[src/rtl/imem_loader.sv]
// Byte-stream loader for the instruction RAM: 16-bit word-count header, then little-endian words.
// Optional trailing XOR checksum byte when IMEM_LOADER_CHECKSUM_EN is defined.
module imem_loader #(
  parameter int TAM_POSICIONES = 1024,
  parameter int TAM_PALABRA    = 32
) (
  input  logic                              CLK,
  input  logic                              RST,
  input  logic                              START,
  input  logic [7:0]                        BYTE_IN,
  input  logic                              BYTE_VALID,
  output logic                              BYTE_READY,
  output logic                              WR_EN,
  output logic [$clog2(TAM_POSICIONES)-1:0] WR_ADDRESS,
  output logic [TAM_PALABRA-1:0]            WR_DATA,
  output logic                              CORE_HOLD,
  output logic                              DONE,
  output logic                              LOAD_ERROR
);

  localparam int AW = $clog2(TAM_POSICIONES);

  typedef enum logic [2:0] {
    S_IDLE,
    S_LEN_LO,
    S_LEN_HI,
    S_DATA,
    S_WRITE,
`ifdef IMEM_LOADER_CHECKSUM_EN
    S_CHK,
`endif
    S_DONE,
    S_ERROR
  } state_t;

`ifdef IMEM_LOADER_CHECKSUM_EN
  localparam state_t S_END = S_CHK;
`else
  localparam state_t S_END = S_DONE;
`endif

  state_t      state_q, state_d;
  logic [15:0] len_q;
  logic [15:0] idx_q;
  logic [1:0]  cnt_q;
  logic [23:0] asm_q;
  logic [AW-1:0]          wr_addr_q;
  logic [TAM_PALABRA-1:0] wr_data_q;
  logic        accept;
  logic        start_load;
  logic [15:0] len_full;
  logic [15:0] idx_inc;
`ifdef IMEM_LOADER_CHECKSUM_EN
  logic [7:0]  csum_q;
`endif

  assign accept     = BYTE_VALID && BYTE_READY;
  assign start_load = START && (state_q == S_IDLE || state_q == S_DONE || state_q == S_ERROR);
  assign len_full   = {BYTE_IN, len_q[7:0]};
  assign idx_inc    = idx_q + 16'd1;
  assign WR_ADDRESS = wr_addr_q;
  assign WR_DATA    = wr_data_q;

  always_ff @(posedge CLK) begin
    if (RST) state_q <= S_IDLE;
    else     state_q <= state_d;
  end

  always_comb begin
    state_d    = state_q;
    BYTE_READY = 1'b0;
    WR_EN      = 1'b0;
    CORE_HOLD  = 1'b0;
    DONE       = 1'b0;
    LOAD_ERROR = 1'b0;
    case (state_q)
      S_IDLE: begin
        if (START) state_d = S_LEN_LO;
      end
      S_LEN_LO: begin
        BYTE_READY = 1'b1;
        CORE_HOLD  = 1'b1;
        if (BYTE_VALID) state_d = S_LEN_HI;
      end
      S_LEN_HI: begin
        BYTE_READY = 1'b1;
        CORE_HOLD  = 1'b1;
        if (BYTE_VALID) begin
          if (len_full == 16'd0)                       state_d = S_END;
          else if (32'(len_full) > 32'(TAM_POSICIONES)) state_d = S_ERROR;
          else                                         state_d = S_DATA;
        end
      end
      S_DATA: begin
        BYTE_READY = 1'b1;
        CORE_HOLD  = 1'b1;
        if (BYTE_VALID && cnt_q == 2'd3) state_d = S_WRITE;
      end
      S_WRITE: begin
        WR_EN     = 1'b1;
        CORE_HOLD = 1'b1;
        state_d   = (idx_inc == len_q) ? S_END : S_DATA;
      end
`ifdef IMEM_LOADER_CHECKSUM_EN
      S_CHK: begin
        BYTE_READY = 1'b1;
        CORE_HOLD  = 1'b1;
        if (BYTE_VALID) state_d = (BYTE_IN == csum_q) ? S_DONE : S_ERROR;
      end
`endif
      S_DONE: begin
        DONE = 1'b1;
        if (START) state_d = S_LEN_LO;
      end
      S_ERROR: begin
        LOAD_ERROR = 1'b1;
        CORE_HOLD  = 1'b1;
        if (START) state_d = S_LEN_LO;
      end
      default: state_d = S_IDLE;
    endcase
  end

  // Datapath; the write register is loaded on the 4th byte so it holds steady outside WRITE.
  always_ff @(posedge CLK) begin
    if (RST) begin
      len_q     <= '0;
      idx_q     <= '0;
      cnt_q     <= '0;
      asm_q     <= '0;
      wr_addr_q <= '0;
      wr_data_q <= '0;
`ifdef IMEM_LOADER_CHECKSUM_EN
      csum_q    <= '0;
`endif
    end else if (start_load) begin
      len_q <= '0;
      idx_q <= '0;
      cnt_q <= '0;
      asm_q <= '0;
`ifdef IMEM_LOADER_CHECKSUM_EN
      csum_q <= '0;
`endif
    end else begin
      case (state_q)
        S_LEN_LO: if (accept) len_q[7:0]  <= BYTE_IN;
        S_LEN_HI: if (accept) len_q[15:8] <= BYTE_IN;
        S_DATA: begin
          if (accept) begin
            cnt_q <= cnt_q + 2'd1;
            asm_q <= {BYTE_IN, asm_q[23:8]};
`ifdef IMEM_LOADER_CHECKSUM_EN
            csum_q <= csum_q ^ BYTE_IN;
`endif
            if (cnt_q == 2'd3) begin
              wr_data_q <= {BYTE_IN, asm_q};
              wr_addr_q <= idx_q[AW-1:0];
            end
          end
        end
        S_WRITE: idx_q <= idx_inc;
        default: ;
      endcase
    end
  end

endmodule

[config.mk]
export PLATFORM = sky130hd
export DESIGN_NAME = imem_loader
export DESIGN_NICKNAME = d
export VERILOG_FILES = /design/src/rtl/imem_loader.sv
export SDC_FILE = /design/constraint.sdc
export NUM_CORES = 1
export LEC_CHECK = 0
export ABC_AREA = 1
export BUFFER_PORTS_ARGS = -buffer_cell sky130_fd_sc_hd__clkbuf_2
export CAP_MARGIN = 5
export CORE_UTILIZATION = 55
export CTS_BUF_LIST = sky130_fd_sc_hd__clkbuf_8
export DETAILED_ROUTE_END_ITERATION = 10
export PLACE_DENSITY = 0.76
export SETUP_SLACK_MARGIN = 0.02
export SKIP_LAST_GASP = 1
export SLEW_MARGIN = 0
export SYNTH_ARGS = -nofsm -noshare
export SYNTH_HDL_FRONTEND = slang
export SYNTH_SLANG_ARGS = --single-unit
[constraint.sdc]
create_clock -name CLK -period 2 [get_ports CLK]
set_input_delay 0.2 -clock CLK [delete_from_list [all_inputs] [get_ports CLK]]
set_output_delay 0.2 -clock CLK [all_outputs]
set_load 0.005 [all_outputs]
==> flow_summary.yaml <==
outcome:
  status: "completed"
yosys:
  synth_area_per_cell_sq_um: 7.03
  synthCells: 650
  synth_common_cells: "nand2_1, dfxtp_1, nor2_1, a21oi_1, nand3_1"
  netlist.area_leader.share: 0.451
  synth_area_leaders: "dfxtp_1, nand2_1, nor2_1, a21oi_1, nand3_1"
  synth_top_area_cell: "dfxtp_1"
  ys_seq_area_frac: 0.451
  syn_area_sq_um: 4570
  async_reset_ff_frac: 0
  synth-seq-cells: 103
  synth_top_flop_cell: "dfxtp_1"
  ys_types: 32
  synth_edf_count: 0
  synth.most_common_cell: "nand2_1"
  synth_warnings: 0
  synthesis.nets: 664
cts:
  cts_root_buffer: "clkbuf_8"
  clk_latency_ps: 360
  cts_sinks: 103
  clk_pin_slew_ps: 100
  cts_buffers: 9
  postCtsHoldBufs: 0
  cts_setup_buffers: 0
  cts_htree_levels: 3
  cts_buffer_depth: 2
  cts_tree: "yes"
final_layout:
  regArea_sq_um: 2070
  multi_input_area_sq_um: 2250
  fillers: 689
  drive_above_1_share: 0.177
  nNetsFinal: 719
  design_area_sq_um: 5260
  n_antenna_cell: 0
  syn2layout_area_growth_pct: 15.2
pwr:
  cellPowerDensity_nw_per_um2: 859
  p_total_mw: 4.52
  p_leak_nw: 2.28
  ir_drop_mv: 0.439
global_route:
  overflow: 0
  grt_max_degree: 48
  antenna_found_initial: 0
  grt_first_pass_wirelength_microns: 19200
  grt_pass1_vias: 4151
  track_usage: 0.278
sta:
  setup_viol_count_final: 0
  fmax_ghz: 0.538
  finClkSkew_ps: 10.5
  final.min_clock_period_ps: 1860
  layout_setup_ws_ps: 140
  hold_viol_final: 0
  fin_hold_ws_ps: 77.9
  final.period_utilization: 0.930
  grt_setup_unrepaired: "true"
  slew_headroom: 0.645
  worst_pin_slew_ps: 531
  finalMaxSlewViolations: 0
drt:
  vias: 4446
  dr.pass1.iters: 5
  routed_via_density: 5.48
  ant_nets: 0
  drt-initial-drc-count: 272
  wl_microns: 11400
  drc_errors: 0
  wl_per_cell_microns: 14.0
worst_setup_path:
  crit_top_cell: "nand2_1"
  crit_buf_inv: 0
  slowest_delay_ps: 370
  cp_cell_sequence: "ha_4 -> nand2_2 -> nor2_4 -> nand2_2 -> nand3_1 -> nand2_1 -> nor2_1 -> nand2_1 -> nor2_2 -> nand3_1 -> nand2_1 -> nand2_1 -> nand2_1 -> a21oi_1"
  crit_family: "simple AND/OR/NAND/NOR gates"
  worstPathArrival_ps: 2110
  path_max_fanout: 8
  worstSetupPathType: "flip-flop to flip-flop"
  critPathLaunchType: "flip-flop"
  slowest_stage: "dfxtp_2"
  required_ps: 2250
  endpoint_kind: "flip-flop"
placement:
  portBuffers: 58
  dp_slack_ps: 152
  dpl_cell_area_sq_um: 4990
  hpwl_microns: 8130
  gp_congestion: 0.914
hold_path:
  hold_class: "input port to flip-flop"
die:
  initial_utilization: 0.579
  fp.dieW_microns: 93.2
  chipHeight_microns: 93.2
  fp-row-count: 32
  core-area_sq_um: 7890
  pin_count: 59
  die_area_sq_um: 8680
job:
  cap_violations: 0
state kept, by name, summed over array words and instances, names as in the netlist:
signal      flops
WR_ADDRESS     10
WR_DATA        32
len_q          16
asm_q          24
state_q         3
cnt_q           2
idx_q          16
worst reg2reg max path, delay by kind of cell (launching register included):
family          cells  cell delay [ps]
simple gates       12             1180
flops               1              370
fa+ha+maj           1              160
compound gates      1               50
report_power, final:
| group | leakage, nW | total (mW) | internal [mW] | switching (mW) |
|---|---|---|---|---|
| registers | 0.832 | 2.20 | 2.12 | 0.0778 |
| clock network | 0.113 | 1.42 | 0.670 | 0.751 |
| logic | 1.34 | 0.902 | 0.301 | 0.601 |
| total | 2.28 | 4.52 | 3.09 | 1.43 |
layout make-up:
class | instances | area share
Clock buffer | 11 | 0.0288
Clock inverter | 5 | 0.0138
Inverter | 49 | 0.0349
Multi-Input combinational cell | 470 | 0.428
Sequential cell | 103 | 0.392
Tap cell | 102 | 0.0242
Timing Repair Buffer | 72 | 0.0782
cell usage in the layout, fill, tap and decap left out, drive strengths merged:
master  instances
o211ai          2
a31oi           4
nand2         164
clkbuf         69
nor4            1
xnor2           4
xor2            1
clkinv          2
dfxtp         103
nor3            1
inv            51
a221oi          1
buf            14
nand4          11
a211oi          3
bufinv          1
o21ai          51
or2             1
ha              2
nand3          50
a21oi          63
nand3b          5
nor2          106
path summary, 6_finish.rpt:
check               endpoint  slack [ps]  startpoint  cells past startpoint
setup / recovery  state_q[1]         140    idx_q[0]                     14
hold / removal    state_q[2]          80         RST                      2
setup reg to reg  state_q[1]         140    idx_q[0]                     14
hold reg to reg     asm_q[0]         470    asm_q[0]                      2
per-layer routing:
layer  GRT usage  up-vias  routed length [microns]
met5           0        -                        0
met4      0.0821        0                      153
met3      0.0642       14                      636
met2       0.445      131                     5340
met1       0.373     2078                     5250
li1            -     2223                        -
timing repair:
item	CTS	global route
endpoints found under the setup margin	0	49
endpoints found under the hold margin	0	0
resized for setup	0	14
cells by family (layout without fill, tap and decap cells):
family | after synthesis | in the layout | synth area share
simple gates | 339 | 339 | 0.324
compound gates | 124 | 124 | 0.144
flops | 103 | 103 | 0.451
buf+inv | 77 | 137 | 0.0657
xor+xnor | 5 | 5 | 0.00958
fa+ha+maj | 2 | 2 | 0.00547
per-stage QoR:
stage / instances / TNS (ps) / util
2_1_floorplan: 650 / 0 / -
5_1_grt: 812 / -57.2 / 0.667
3_3_place_gp: 796 / 0 / 0.633
4_1_cts: 812 / 0 / 0.661
3_5_place_dp: 796 / 0 / 0.633
6_report: 812 / 0 / 0.667
No activity file was read; power rests on OpenSTA's default activity.
